==> config.mk <==
export PLATFORM = sky130hd
export DESIGN_NAME = uart_tx_mmio
export DESIGN_NICKNAME = d
export VERILOG_FILES = /design/src/rtl/uart_pkg.sv /design/src/rtl/tx_fifo.sv /design/src/rtl/uart_tx_mmio.sv
export SDC_FILE = /design/constraint.sdc
export NUM_CORES = 1
export LEC_CHECK = 0
export ABC_CLOCK_PERIOD_IN_PS = 5600
export BUFFER_PORTS_ARGS = -buffer_cell sky130_fd_sc_hd__buf_2
export CORE_MARGIN = 5
export CORE_UTILIZATION = 50
export CTS_BUF_LIST = sky130_fd_sc_hd__clkbuf_4 sky130_fd_sc_hd__clkbuf_8
export DETAILED_ROUTE_END_ITERATION = 8
export GPL_ROUTABILITY_DRIVEN = 0
export GPL_TIMING_DRIVEN = 1
export PLACE_DENSITY = 0.75
export SETUP_SLACK_MARGIN = 0.05
export SYNTH_ARGS = -nofsm -noshare
export SYNTH_HDL_FRONTEND = slang
export SYNTH_SLANG_ARGS = --single-unit
==> constraint.sdc <==
create_clock -name clock -period 5.6 [get_ports clock]
set_clock_uncertainty 0.1 [all_clocks]
set_input_delay 0.56 -clock clock [delete_from_list [all_inputs] [get_ports clock]]
set_output_delay 0.56 -clock clock [all_outputs]
set_load 0.01 [all_outputs]
==> src/rtl/uart_pkg.sv <==
// uart_pkg: shared types and constants for the MMIO UART transmitter.
// Serialiser state enum, register offsets and STATUS bit positions.
package uart_pkg;

    typedef enum logic [1:0] {
        IDLE,
        START,
        DATA,
        STOP
    } txState_t;

    localparam int TXDATA_OFS = 0;
    localparam int STATUS_OFS = 4;

    localparam int STAT_FULL      = 0;
    localparam int STAT_EMPTY     = 1;
    localparam int STAT_BUSY      = 2;
    localparam int STAT_OVF       = 3;
    localparam int STAT_COUNT_LSB = 8;

endpackage

==> src/rtl/tx_fifo.sv <==
// tx_fifo: synchronous FIFO feeding the UART serialiser.
// Ports: clock, reset (sync, active-high), push/wrData, pop/rdData,
//        full, empty, count (registered occupancy, 0..Depth).
module tx_fifo #(
    parameter int Width = 8,
    parameter int Depth = 8
) (
    input  logic                   clock,
    input  logic                   reset,
    input  logic                   push,
    input  logic [Width-1:0]       wrData,
    input  logic                   pop,
    output logic [Width-1:0]       rdData,
    output logic                   full,
    output logic                   empty,
    output logic [$clog2(Depth):0] count
);

    localparam int AW = $clog2(Depth);
    localparam int CW = AW + 1;

    logic [Width-1:0] mem [Depth];
    logic [AW-1:0]    wrPtr;
    logic [AW-1:0]    rdPtr;
    logic             pushOk;
    logic             popOk;

    // Full/empty come from the registered count, so a push against a
    // full FIFO is refused even if a pop happens on the same edge.
    assign full   = (count == CW'(Depth));
    assign empty  = (count == '0);
    assign pushOk = push && !full;
    assign popOk  = pop && !empty;
    assign rdData = mem[rdPtr];

    always_ff @(posedge clock) begin
        if (pushOk) begin
            mem[wrPtr] <= wrData;
        end
    end

    always_ff @(posedge clock) begin
        if (reset) begin
            wrPtr <= '0;
            rdPtr <= '0;
            count <= '0;
        end else begin
            if (pushOk) begin
                wrPtr <= wrPtr + 1'b1;
            end
            if (popOk) begin
                rdPtr <= rdPtr + 1'b1;
            end
            case ({pushOk, popOk})
                2'b10:   count <= count + 1'b1;
                2'b01:   count <= count - 1'b1;
                default: count <= count;
            endcase
        end
    end

endmodule

==> src/rtl/uart_tx_mmio.sv <==
// uart_tx_mmio: memory-mapped 8N1 UART transmitter on the data-memory port.
// Ports: clock, reset (sync, active-high), RAMAddr, DataIn, RAMWriteControl
//        (store strobe), UartSel (address hit), StatusOut (STATUS word),
//        TxOut (serial line, idle high).
module uart_tx_mmio
    import uart_pkg::*;
#(
    parameter int                     dataW       = 32,
    parameter int                     RAMAddrSize = 16,
    parameter logic [RAMAddrSize-1:0] BaseAddr    = RAMAddrSize'(16'hFF00),
    parameter int                     FifoDepth   = 8,
    parameter int                     ClksPerBit  = 16
) (
    input  logic                   clock,
    input  logic                   reset,
    input  logic [RAMAddrSize-1:0] RAMAddr,
    input  logic [dataW-1:0]       DataIn,
    input  logic                   RAMWriteControl,
    output logic                   UartSel,
    output logic [dataW-1:0]       StatusOut,
    output logic                   TxOut
);

    localparam int CW = $clog2(FifoDepth) + 1;
    localparam int BW = $clog2(ClksPerBit);

    localparam logic [RAMAddrSize-1:0] TxAddr =
        BaseAddr + RAMAddrSize'(TXDATA_OFS);
    localparam logic [RAMAddrSize-1:0] StatAddr =
        BaseAddr + RAMAddrSize'(STATUS_OFS);

    logic          hitTx;
    logic          hitStat;
    logic          fifoPush;
    logic          fifoPop;
    logic [7:0]    fifoHead;
    logic          fifoFull;
    logic          fifoEmpty;
    logic [CW-1:0] fifoCount;
    logic          ovf;
    logic [dataW-1:0] statusWord;

    txState_t      state;
    txState_t      stateNext;
    logic [BW-1:0] baudCnt;
    logic [BW-1:0] baudNext;
    logic [2:0]    bitIdx;
    logic [2:0]    bitNext;
    logic [7:0]    shiftReg;
    logic [7:0]    shiftNext;
    logic          txReg;
    logic          txNext;
    logic          lastBaud;

    logic unusedBits;
    assign unusedBits = ^{DataIn[dataW-1:8], RAMAddr[1:0]};

    // Word-granular decode: the two byte-lane bits are ignored.
    assign hitTx   = RAMAddr[RAMAddrSize-1:2] == TxAddr[RAMAddrSize-1:2];
    assign hitStat = RAMAddr[RAMAddrSize-1:2] == StatAddr[RAMAddrSize-1:2];
    assign UartSel = hitTx || hitStat;

    assign fifoPush = RAMWriteControl && hitTx && !reset;

    tx_fifo #(
        .Width (8),
        .Depth (FifoDepth)
    ) uFifo (
        .clock  (clock),
        .reset  (reset),
        .push   (fifoPush),
        .wrData (DataIn[7:0]),
        .pop    (fifoPop),
        .rdData (fifoHead),
        .full   (fifoFull),
        .empty  (fifoEmpty),
        .count  (fifoCount)
    );

    always_ff @(posedge clock) begin
        if (reset) begin
            ovf <= 1'b0;
        end else if (RAMWriteControl && hitStat) begin
            ovf <= 1'b0;
        end else if (RAMWriteControl && hitTx && fifoFull) begin
            ovf <= 1'b1;
        end
    end

    always_comb begin
        statusWord = '0;
        statusWord[STAT_FULL]  = fifoFull;
        statusWord[STAT_EMPTY] = fifoEmpty;
        statusWord[STAT_BUSY]  = (state != IDLE);
        statusWord[STAT_OVF]   = ovf;
        statusWord[STAT_COUNT_LSB +: CW] = fifoCount;
    end

    assign StatusOut = UartSel ? statusWord : '0;

    always_ff @(posedge clock) begin
        if (reset) begin
            state    <= IDLE;
            baudCnt  <= '0;
            bitIdx   <= '0;
            shiftReg <= '0;
            txReg    <= 1'b1;
        end else begin
            state    <= stateNext;
            baudCnt  <= baudNext;
            bitIdx   <= bitNext;
            shiftReg <= shiftNext;
            txReg    <= txNext;
        end
    end

    assign lastBaud = (baudCnt == BW'(ClksPerBit - 1));

    always_comb begin
        stateNext = state;
        baudNext  = baudCnt;
        bitNext   = bitIdx;
        shiftNext = shiftReg;
        fifoPop   = 1'b0;
        txNext    = 1'b1;

        unique case (state)
            IDLE: begin
                if (!fifoEmpty) begin
                    fifoPop   = 1'b1;
                    shiftNext = fifoHead;
                    stateNext = START;
                    baudNext  = '0;
                end
            end
            START: begin
                if (lastBaud) begin
                    stateNext = DATA;
                    bitNext   = '0;
                    baudNext  = '0;
                end else begin
                    baudNext = baudCnt + 1'b1;
                end
            end
            DATA: begin
                if (lastBaud) begin
                    baudNext  = '0;
                    shiftNext = shiftReg >> 1;
                    if (bitIdx == 3'd7) begin
                        stateNext = STOP;
                    end else begin
                        bitNext = bitIdx + 1'b1;
                    end
                end else begin
                    baudNext = baudCnt + 1'b1;
                end
            end
            STOP: begin
                if (lastBaud) begin
                    baudNext = '0;
                    // Chain straight into the next start bit when more
                    // data is queued, keeping frames contiguous.
                    if (!fifoEmpty) begin
                        fifoPop   = 1'b1;
                        shiftNext = fifoHead;
                        stateNext = START;
                    end else begin
                        stateNext = IDLE;
                    end
                end else begin
                    baudNext = baudCnt + 1'b1;
                end
            end
        endcase

        // Line level is registered alongside the state it belongs to.
        unique case (stateNext)
            IDLE:    txNext = 1'b1;
            START:   txNext = 1'b0;
            DATA:    txNext = shiftNext[0];
            STOP:    txNext = 1'b1;
        endcase
    end

    assign TxOut = txReg;

endmodule

[Yosys cells after proc, flatten, opt, wreduce, memory -nomap -nowiden]
Memories as Yosys holds them, arrays and structs flattened. A register that Yosys moved wholly into a read port is not among the register bits.
Cells that the tools add are included.
Cells by class
  equality and inequality tests: 18
  add/subtract/negate cells: 6
  mux-type cells: 28
  reduce and logical (&&, ||, !) cells: 22
Operators with widths (count)
  14-bit == test, second input constant: 2
  8-bit two-way mux: 3
  8-bit one-hot mux with 3 select lines: 1
  4-bit one-hot mux with 2 select lines: 2
  3-bit two-way mux: 5
  12-bit two-way mux: 1
  2-bit == test, second input constant: 5
  2-bit two-way mux: 5
  2-bit inequality test, second input constant: 5
  3-bit by 1-bit adder with 3-bit output, second input constant: 3
  4-bit by 1-bit adder with 4-bit output, second input constant: 2
  4-bit == test, second input constant: 2
  4-bit two-way mux: 2
  2-bit one-hot mux with 4 select lines: 1
  2-bit by 1-bit == test with 1-bit output, second input constant: 3
  1-bit logical AND: 6
  3-bit one-hot mux with 2 select lines: 1
  2-bit nonzero test: 3
  1-bit two-way mux: 5
  2-bit logical NOT: 2
  4-bit logical NOT: 1
  4-bit AND reduction: 1
  2-bit OR reduction: 2
  4-bit by 1-bit subtractor with 4-bit output, second input constant: 1
  other kinds (8): 10
Word-level totals
  bits in writable memories: 64
  output and inout port bits: 34
  word-level logic and storage cells: 85
  input bits: 51
  register bits after elaboration: 29
  memories: 1
Memory list
  uFifo.mem: depth 8, width 8, read ports 1, clocked after memory_dff 1, wr ports 1, RTL line tx_fifo.sv:22  | logic [Width-1:0] mem [Depth];

[Logic depth before layout (Yosys ltp)]
Gate-level depths: netlist of the first run.
  word-level depth: 7
  depth in mapped cells: 12
  depth with buffers taken out: 11

[Modules after synthesis]
A second synthesis of the first run with hierarchy kept.
Second synthesis, totals
  cell total of the unflattened synthesis: 358
  area total of the unflattened synthesis: 4625.7 um2
Modules (own cells, without submodules)
  tx_fifo: area each 3126.7 um2, cells an instance 167, instances 1, seq. area each 2182.1 um2
  uart_tx_mmio: area each 1498.9 um2, cells an instance 191, instances 1, seq. area each 380.4 um2

[Least setup slack after synthesis of the first run]
OpenSTA, ideal clock, no wires.
  path kind: input to register
  start point: input port RAMAddr[3]
  end point: register uFifo.count[2]
  setup time: 0.070 ns
  data required time: 5.430 ns
  buffers on the path: 1
  stages: 12
  path slack: 2.290 ns
  arrival time: 3.139 ns
  cell sequence: or4_1 or4_4 inv_2 buf_4 nand2_1 ha_1 xor2_1 ha_1 a21oi_1 xor2_1 or3_1 a21oi_1
On the way
  word-level cells in the longest chain between the ends: 6
  elaborated cells on any way between the ends: 8
  those cells by class: 3 x eq/ne; 1 x mux; 4 x reduce/logical
RTL lines
  from (decl): RTL line uart_tx_mmio.sv:16  | input logic [RAMAddrSize-1:0] RAMAddr,
  14-bit == test (*): RTL line uart_tx_mmio.sv:59  | assign hitTx = RAMAddr[RAMAddrSize-1:2] == TxAddr[RAMAddrSize-1:2];
  1-bit logical AND (*) (2 in series): RTL line uart_tx_mmio.sv:63  | assign fifoPush = RAMWriteControl && hitTx && !reset;
  1-bit logical AND (*): RTL line tx_fifo.sv:32  | assign pushOk = push && !full;
  2-bit by 1-bit == test with 1-bit output / 2-bit == test (equally long branches): RTL line tx_fifo.sv:54  | case ({pushOk, popOk})
  4-bit one-hot mux with 2 select lines / 2-bit nonzero test (equally long branches)
  to (signal assigned): RTL line tx_fifo.sv:55  | 2'b10: count <= count + 1'b1;
  to (signal assigned): RTL line tx_fifo.sv:56  | 2'b01: count <= count - 1'b1;
  to (signal assigned): RTL line tx_fifo.sv:57  | default: count <= count;
  to (decl): RTL line tx_fifo.sv:16  | output logic [$clog2(Depth):0] count
Every way passes the cells marked *; elsewhere a longest branch is shown, timed or not.
A chain may end at the register's enable or synchronous reset.

[Worst setup path after layout of the first run]
Ends and elaborated chain as after synthesis.

==> results of run 1 <==
## how the worst max path moves through the flow
stage                     from                           to
floorplan           RAMAddr[3]  uFifo.count[2]$_SDFFE_PP0P_
global placement    RAMAddr[3]  uFifo.count[2]$_SDFFE_PP0P_
detailed placement  RAMAddr[3]  uFifo.count[2]$_SDFFE_PP0P_
CTS                 RAMAddr[3]  uFifo.count[2]$_SDFFE_PP0P_
global route        RAMAddr[3]  uFifo.count[2]$_SDFFE_PP0P_
finish              RAMAddr[3]  uFifo.count[2]$_SDFFE_PP0P_
## layer usage
layer  global-route usage, %  vias up
li1                        -     1285
met1                   17.70     1294
met2                   24.82       48
met3                   2.488        6
met4                   4.163        0
met5                       0        -
## area by class of cell
class / count / area (um2) / area share, %
multi-input combinational: 216 / 1664 / 34.79
sequential: 96 / 2562 / 53.57
tap: 108 / 135.1 / 2.825
clock buffer: 9 / 123.9 / 2.590
timing repair buffer: 38 / 200.2 / 4.185
clock inverter: 7 / 78.83 / 1.648
inverter: 5 / 18.77 / 0.3924
## cell usage in the layout (no fill, tap or decap), drive strengths merged, types with 9 or more instances in the layout
cell	count
a21oi	16
buf	38
clkbuf	9
conb	24
dfxtp	32
edfxtp	64
ha	15
inv	10
mux2i	10
mux4	16
nand2	9
nor2	25
o21ai	16
## critical path, cell delays in order
cell	delay, ns
buf_2	0.09
or4_1	0.51
or4_4	0.57
inv_2	0.18
nand2_1	0.11
ha_1	0.27
xor2_1	0.16
ha_1	0.19
a21oi_1	0.14
xor2_1	0.09
or3_1	0.30
a21oi_1	0.14
## stage by stage
stage	cell area, um2	hold slack, ns	setup slack, ns
after floorplan	4488	0.3315	2.290
after CTS	4783	0.3084	2.472
after detailed placement	4581	0.3537	2.098
after global placement	4581	0.3416	2.146
after global routing	4783	0.3259	2.276
final	4783	0.3296	2.484
## cells in the mapped netlist (2+ instances only)
library cell | n | share of area, %
a2111oi_0 | 2 | 0.40
a211oi_1 | 2 | 0.34
a21oi_1 | 16 | 1.8
a32oi_1 | 7 | 1.4
a41oi_1 | 2 | 0.40
and2_1 | 7 | 0.99
buf_2 | 5 | 0.57
buf_4 | 25 | 4.3
clkbuf_1 | 8 | 0.68
dfxtp_1 | 32 | 15
edfxtp_1 | 64 | 44
ha_1 | 15 | 4.3
inv_1 | 4 | 0.34
mux2_2 | 2 | 0.51
mux2i_1 | 10 | 2.3
mux4_2 | 16 | 8.2
nand2_1 | 9 | 0.77
nand2b_1 | 5 | 0.71
nand3_1 | 6 | 0.68
nand3b_1 | 2 | 0.34
nand4_1 | 3 | 0.43
nor2_1 | 25 | 2.1
nor2b_1 | 4 | 0.57
nor3_1 | 4 | 0.45
nor3b_1 | 3 | 0.51
nor4b_1 | 4 | 0.80
o211ai_1 | 2 | 0.34
o21ai_0 | 16 | 1.8
o21bai_1 | 2 | 0.34
or3_1 | 3 | 0.43
or3b_2 | 2 | 0.40
or4_1 | 5 | 0.85
xnor2_1 | 2 | 0.40
xor2_1 | 3 | 0.60
## state kept, by name, indices dropped and copies added (netlist names), 2 cells and up, named ones only
| name | cells |
|---|---|
| uFifo.mem | 64 |
| uFifo.rdPtr | 3 |
| uFifo.wrPtr | 3 |
| shiftReg | 8 |
| uFifo.count | 4 |
| bitIdx | 3 |
| state | 2 |
| baudCnt | 4 |
## power groups by stage
stage / Combinational (uW) / Clock [uW] / Sequential, uW
final: 28.4 / 454 / 754
after CTS: 28.0 / 463 / 754
after detailed placement: 27.9 / 0 / 770
after global placement: 26.9 / 0 / 770
after global routing: 31.8 / 494 / 754
after floorplan: 25.9 / 0 / 770
## kinds of logic (layout without fill, tap and decap cells)
kind of cell | Yosys count | in the layout | share of synthesized area (%)
other | 1 | 24 | 0.08519
DFF | 96 | 96 | 58.21
and+or+nand+nor | 88 | 88 | 11.14
buffers and inverters | 43 | 59 | 5.941
xor gates and xnor gates | 5 | 5 | 0.9951
AOI/OAI and AO/OA | 56 | 56 | 8.386
muxes | 28 | 28 | 10.97
adders and majority gates | 15 | 15 | 4.264
==> summary.md, run 1 <==
| Metric | Value |
|---|---|
| Final count of hold timing violations | 0 |
| Synthesized area per cell | around 13 um2 |
| Largest net degree at the start of global routing | 30 |
| Post-CTS sizing | 0 |
| Crit Reg-Reg Startpoint | state[0]$_SDFF_PP0_ |
| Psw | around 290 uW |
| Vias per std cell | 5.497 |
| FF-to-FF path depth | 10 |
| DRC Markers | 0 |
| Setup bufs post-CTS | 0 |
| Initial Utilization | approximately 51% |
| Clock transition at path regs | about 0.1 ns |
| M1 wire length | approximately 3200 um |
| Max-slew violations | 0 |
| Top Layer Used | met4 |
| # diodes | 0 |
| Post-route ant nets | 0 |
| Peak supply drop | 0.2436 mV |
| WS Path Type | input pin to flip-flop |
| Synth unique cells | 49 |
| Area of the core | 8636 um2 |
| WL met2 | 3987 um |
| Die area | 10780 um2 |
| RSZ-0062 raised after global routing | no |
| Fillcell total | about 700 |
| Hold path cells | 2 |
| Power share of the combinational group | under 10% |
| Reg-to-reg endpoint | uFifo.count[2]$_SDFFE_PP0P_ |
| Initial DRC count | 85 |
| Via count | 2633 |
| Fmax achieved | roughly 0.32 GHz |
| Sequential Power Share | about three fifths |
| Sink Count | 96 |
| Worst setup SP type | input pin |
| Port bufs | 34 |
| Ports | 85 |
| Sw Ratio | 23.84% |
| Primary FF master, synth | edfxtp_1 |
| Status | completed |
| CP required | between 5 and 6 ns |
| Inserted Clock Buffers | 9 |
| Min-delay src | RAMWriteControl |
| P_int | between 900 and 1000 uW |
| Placed Cells | about 460 |
| Worst slew pin tran | between 1 and 1.5 ns |
| Util after Layout | 55.39% |
| Initial antenna violation count | 0 |
| Critical Path AT | about 3.3 ns |
| Worst setup EP type | flip-flop |
| Final period utilization | a little under three fifths |
| CTS tree | built |
| Layout Cells excl Fill | approximately 480 |
| Grt ovf | 0 |
| Drt first pass iters | 4 |
| Seq cells post-synth | 96 |
| Clk Latency, worst-skew pair | between 0.3 and 0.4 ns |
| Hold/Removal Path Class | input pin to flip-flop |
| Cell count after synthesis | ~330 |
| Ys async rst share | 0% |
| Setup TNS | 0 ns |
| Register area share after synthesis | ~58% |
| Post-DR wirelength/cell | roughly 16 um |
| Slew Limit Headroom | 31.90% |
| Layout cells sized above 1 | a little over a fifth |
| Clock root buffer | clkbuf_8 |
| Die H | roughly 100 um |
| Clk pwr share | roughly 37% |
| Final wirelength | 7526 um |
| Row cnt | 34 |
| Minimum clock period | just over 3 ns |
| Post-DP HPWL | slightly above 5000 um |
| CTS H-Tree Depth | 3 |
| WHS Endpoint | ovf$_SDFFE_PP0P_ |
| First-pass GRT wire length | 12340 um |
| Vias in the first global route | 2562 |
| CP Max Fanout | 14 |
| EDFF count, synth | between 60 and 70 |
| Pwr Total | 1236 uW |
| # hold bufs at CTS | 0 |
| Nets | between 400 and 500 |
| GRT Total Usage | approximately 14% |
| Mapped cell area | roughly 4400 um2 |
| Max Cap Viol | 0 |
| Clock Tree Buf Depth | 2 |
| Yosys warning count | 0 |
| R2R Setup Slk | around 2.6 ns |
| Final setup fails | 0 |
| WL met3 | a little over 300 um |
| Synth-to-Final Area Change | 8.670% |
| Pwr dens | approximately 260 nW/um2 |
| Lkg Pwr | 0.001696 uW |
| Die X | ~100 um |
Power figures use the tool's default switching activity.
==> run 2, diff against run 1 <==
- ABC_AREA: default -> 1
- ABC_CLOCK_PERIOD_IN_PS: 5600 -> 2800
- PLACE_DENSITY: 0.75 -> 0.78
- clock period: 5.6 -> 2.8 ns (I/O delays scaled with it)
==> summary.md, run 2 <==
| Metric | Value |
|---|---|
| CTS tree | built (unchanged) |
| Final period utilization | between 80% and 90% |
| Row cnt | 35 (was 34) |
| CTS H-Tree Depth | 3 (unchanged) |
| Cell count after synthesis | 503 (was 332) |
| Worst setup SP type | flip-flop (was input pin) |
| Port bufs | 34 (unchanged) |
| Initial antenna violation count | 0 (unchanged) |
| P_int | 2427 uW (was 941.6 uW) |
| EDFF count, synth | 64 (unchanged) |
| Seq cells post-synth | 96 (unchanged) |
| Clock transition at path regs | 0.10 ns (about the same) |
| Vias per std cell | 5.287 (was 5.497) |
| Psw | 1377 uW (was 294.7 uW) |
| Drt first pass iters | 5 (was 4) |
| Ports | 85 (unchanged) |
| Post-DR wirelength/cell | 13.79 um (was 15.71 um) |
| Largest Register | uFifo.mem (unchanged) |
| Yosys warning count | 0 (unchanged) |
| Vias in the first global route | 3377 (was 2562) |
| Via count | 3495 (was 2633) |
| Sink Count | 96 (unchanged) |
| Most frequent cell after synthesis | nand2_1 (was edfxtp_1) |
| Initial DRC count | 336 (was 85) |
| CP required | 2.97 ns (was 5.79 ns) |
| GRT Total Usage | 16.67% (was 14.09%) |
| Die H | 106.7 um (was 103.8 um) |
| Post-DP HPWL | 6100 um (was 5166 um) |
| First-pass GRT wire length | 15230 um (was 12340 um) |
| Minimum clock period | between 2 and 2.5 ns |
| Sequential Power Share | 43.9% (was 61.0%) |
| Commonest cells in the netlist | nand2_1, nor2_1, edfxtp_1, inv_1, o21ai_0 (was edfxtp_1, dfxtp_1, buf_4, nor2_1) |
| Final count of hold timing violations | 0 (unchanged) |
| Status | completed (unchanged) |
| Final setup fails | 0 (unchanged) |
| Flip-flop count of the largest register after layout | 64 (unchanged) |
| # diodes | 0 (unchanged) |
| Final wirelength | 9115 um (was 7526 um) |
| Die X | 106.7 um (was 103.8 um) |
| Ys async rst share | 0% (unchanged) |
| Lkg Pwr | 0.002121 uW (was 0.001696 uW) |
| Nets | 611 (was 432) |
| Synth unique cells | 43 (was 49) |
| Post-synth top area cell | edfxtp_1 (unchanged) |
| DRC Markers | 0 (unchanged) |
| Sw Ratio | 36.19% (was 23.84%) |
| Max Cap Viol | 0 (unchanged) |
| Layout Cells excl Fill | 661 (was 479) |
| Top-area cell type share of the netlist area | 41.15% (was 43.66%) |
| Hold/Removal Path Class | input pin to flip-flop (unchanged) |
| Layout cells sized above 1 | 16.91% (was 21.02%) |
| Top cells by area, synth | edfxtp_1, dfxtp_1, nand2_1 (was edfxtp_1, dfxtp_1, mux4_2) |
| Max-slew violations | 0 (unchanged) |
| Register area share after synthesis | 54.86% (was 58.21%) |
| Clock root buffer | clkbuf_8 (unchanged) |
| Synth-to-Final Area Change | 9.537% (was 8.670%) |
| Biggest regs | uFifo.mem x64, shiftReg x8 (unchanged) |
| RSZ-0062 raised after global routing | no (unchanged) |
| Peak supply drop | 0.3734 mV (was 0.2436 mV) |
| Die area | 11370 um2 (was 10780 um2) |
| Primary FF master, synth | edfxtp_1 (unchanged) |
| Power share of the combinational group | 30.8% (was 2.3%) |
| Commonest cells after routing, fill and taps aside | nand2_1, nor2_1, edfxtp_1 (was edfxtp_1, buf_2, dfxtp_1) |
| Inserted Clock Buffers | 9 (unchanged) |
| WS Path Type | flip-flop to flip-flop (was input pin to flip-flop) |
| Setup TNS | 0 ns (unchanged) |
| Grt ovf | 0 (unchanged) |
| Post-route ant nets | 0 (unchanged) |
| Synthesized area per cell | 9.286 um2 (was 13.26 um2) |
| Initial Utilization | 51.03% (was 50.97%) |
| Placed Cells | 644 (was 463) |
| Clk pwr share | 25.3% (was 36.8%) |
| Pwr dens | 743.6 nW/um2 (was 258.5 nW/um2) |
| Leading cell type in the layout, fill and taps excluded | nand2_1 (was edfxtp_1) |
| Clock Tree Buf Depth | 2 (unchanged) |
| Largest net degree at the start of global routing | 34 (was 30) |
| CP Max Fanout | 9 (was 14) |
| Clk Latency, worst-skew pair | 0.36 ns (about the same) |
| Critical Path AT | 2.66 ns (was 3.31 ns) |
| Area of the core | 9153 um2 (was 8636 um2) |
| Fmax achieved | ~0.40 GHz |
| Mapped cell area | 4671 um2 (was 4402 um2) |
| Worst setup EP type | flip-flop (unchanged) |
[run 2: cell count changes in the layout (fill, tap and decap cells not counted), moves of 7 or more]
cell,delta
mux2i_1,-10
nand3_1,+19
mux4_2,-16
buf_4,+8
nand2_1,+94
inv_1,+38
and2_1,-7
o21ai_0,+20
nor2_1,+41
[run 2: path summary, 6_finish.rpt]
check / start / endpoint / slack (ns) / depth (start not counted)
setup / recovery: state[1]$_SDFF_PP0_ / uFifo.count[2]$_SDFFE_PP0P_ / 0.30 / 17
hold / removal: DataIn[5] / uFifo.mem[3][5]$_DFFE_PP_ / 0.07 / 1
setup reg to reg: state[1]$_SDFF_PP0_ / uFifo.count[2]$_SDFFE_PP0P_ / 0.30 / 17
hold reg to reg: ovf$_SDFFE_PP0P_ / ovf$_SDFFE_PP0P_ / 0.36 / 2
[run 2: layout make-up]
cell class                      count  area, um2
Sequential cell                    96       2565
Clock inverter                      7      93.84
Timing Repair Buffer               46      260.3
Inverter                           50      190.2
Fill cell                         763       4036
Clock buffer                        9      123.9
Multi-Input combinational cell    342       1744
Tap cell                          111      138.9
[run 2: power groups by stage]
stage	registers, uW	clock network [uW]	logic (uW)
3_5_place_dp	1700	0	1130
5_1_grt	1680	1040	1330
6_report	1670	963	1170
3_3_place_gp	1690	0	1100
4_1_cts	1670	980	1140
2_1_floorplan	1690	0	931
[run 2: logic make-up (layout without fill, tap and decap cells)]
family / Yosys count / in the layout / synth area share [%]
and+or+nand+nor: 217 / 217 / 20.60
DFF: 96 / 96 / 54.86
buffers and inverters: 88 / 112 / 9.805
AOI/OAI and AO/OA: 84 / 84 / 10.26
adders and majority gates: 15 / 15 / 4.018
xor gates and xnor gates: 2 / 2 / 0.3751
other: 1 / 24 / 0.08029
[run 2: what timing repair did]
action,4_1_cts,5_1_grt
hold buffers,0,0
endpoints found under the setup margin,1,3
resized for setup,1,7
setup buffers,0,1
pin swaps,0,1
[run 2: routing by layer]
metal | GRT usage, % | share of wire [%] | up-vias
met5 | 0 | 0 | -
met4 | 5.479 | 1.2 | 0
met3 | 2.348 | 7.4 | 9
met2 | 28.42 | 48 | 147
met1 | 21.96 | 43 | 1627
li1 | - | - | 1712
[run 2: worst max-delay path, stage by stage, from the launching register on]
cell and delay (ns):
dfxtp_2 0.37, inv_2 0.09, ha_2 0.18, inv_1 0.09, nand2_1 0.11, nand2_2 0.11, nor2_4 0.13, inv_2 0.07
nor2_8 0.15, ha_2 0.23, nand2_1 0.08, inv_1 0.08, nor2_2 0.05, ha_1 0.17, a21oi_1 0.14, xor2_1 0.08
o21ai_1 0.13, inv_1 0.04
[run 2: stage by stage]
stage / utilization, % / total power, uW / cell area, um2 / worst slack (ns) / hold slack [ns]
after floorplan: - / 2616 / 4757 / 0.3678 / 0.2789
after global placement: 53.33 / 2792 / 4881 / 0.2021 / 0.3414
after detailed placement: 53.33 / 2831 / 4881 / 0.06921 / 0.3477
after CTS: 55.72 / 3789 / 5100 / 0.08331 / 0.06426
after global routing: 55.90 / 4050 / 5116 / 0.05419 / 0.07277
final: 55.90 / 3804 / 5116 / 0.3047 / 0.07363
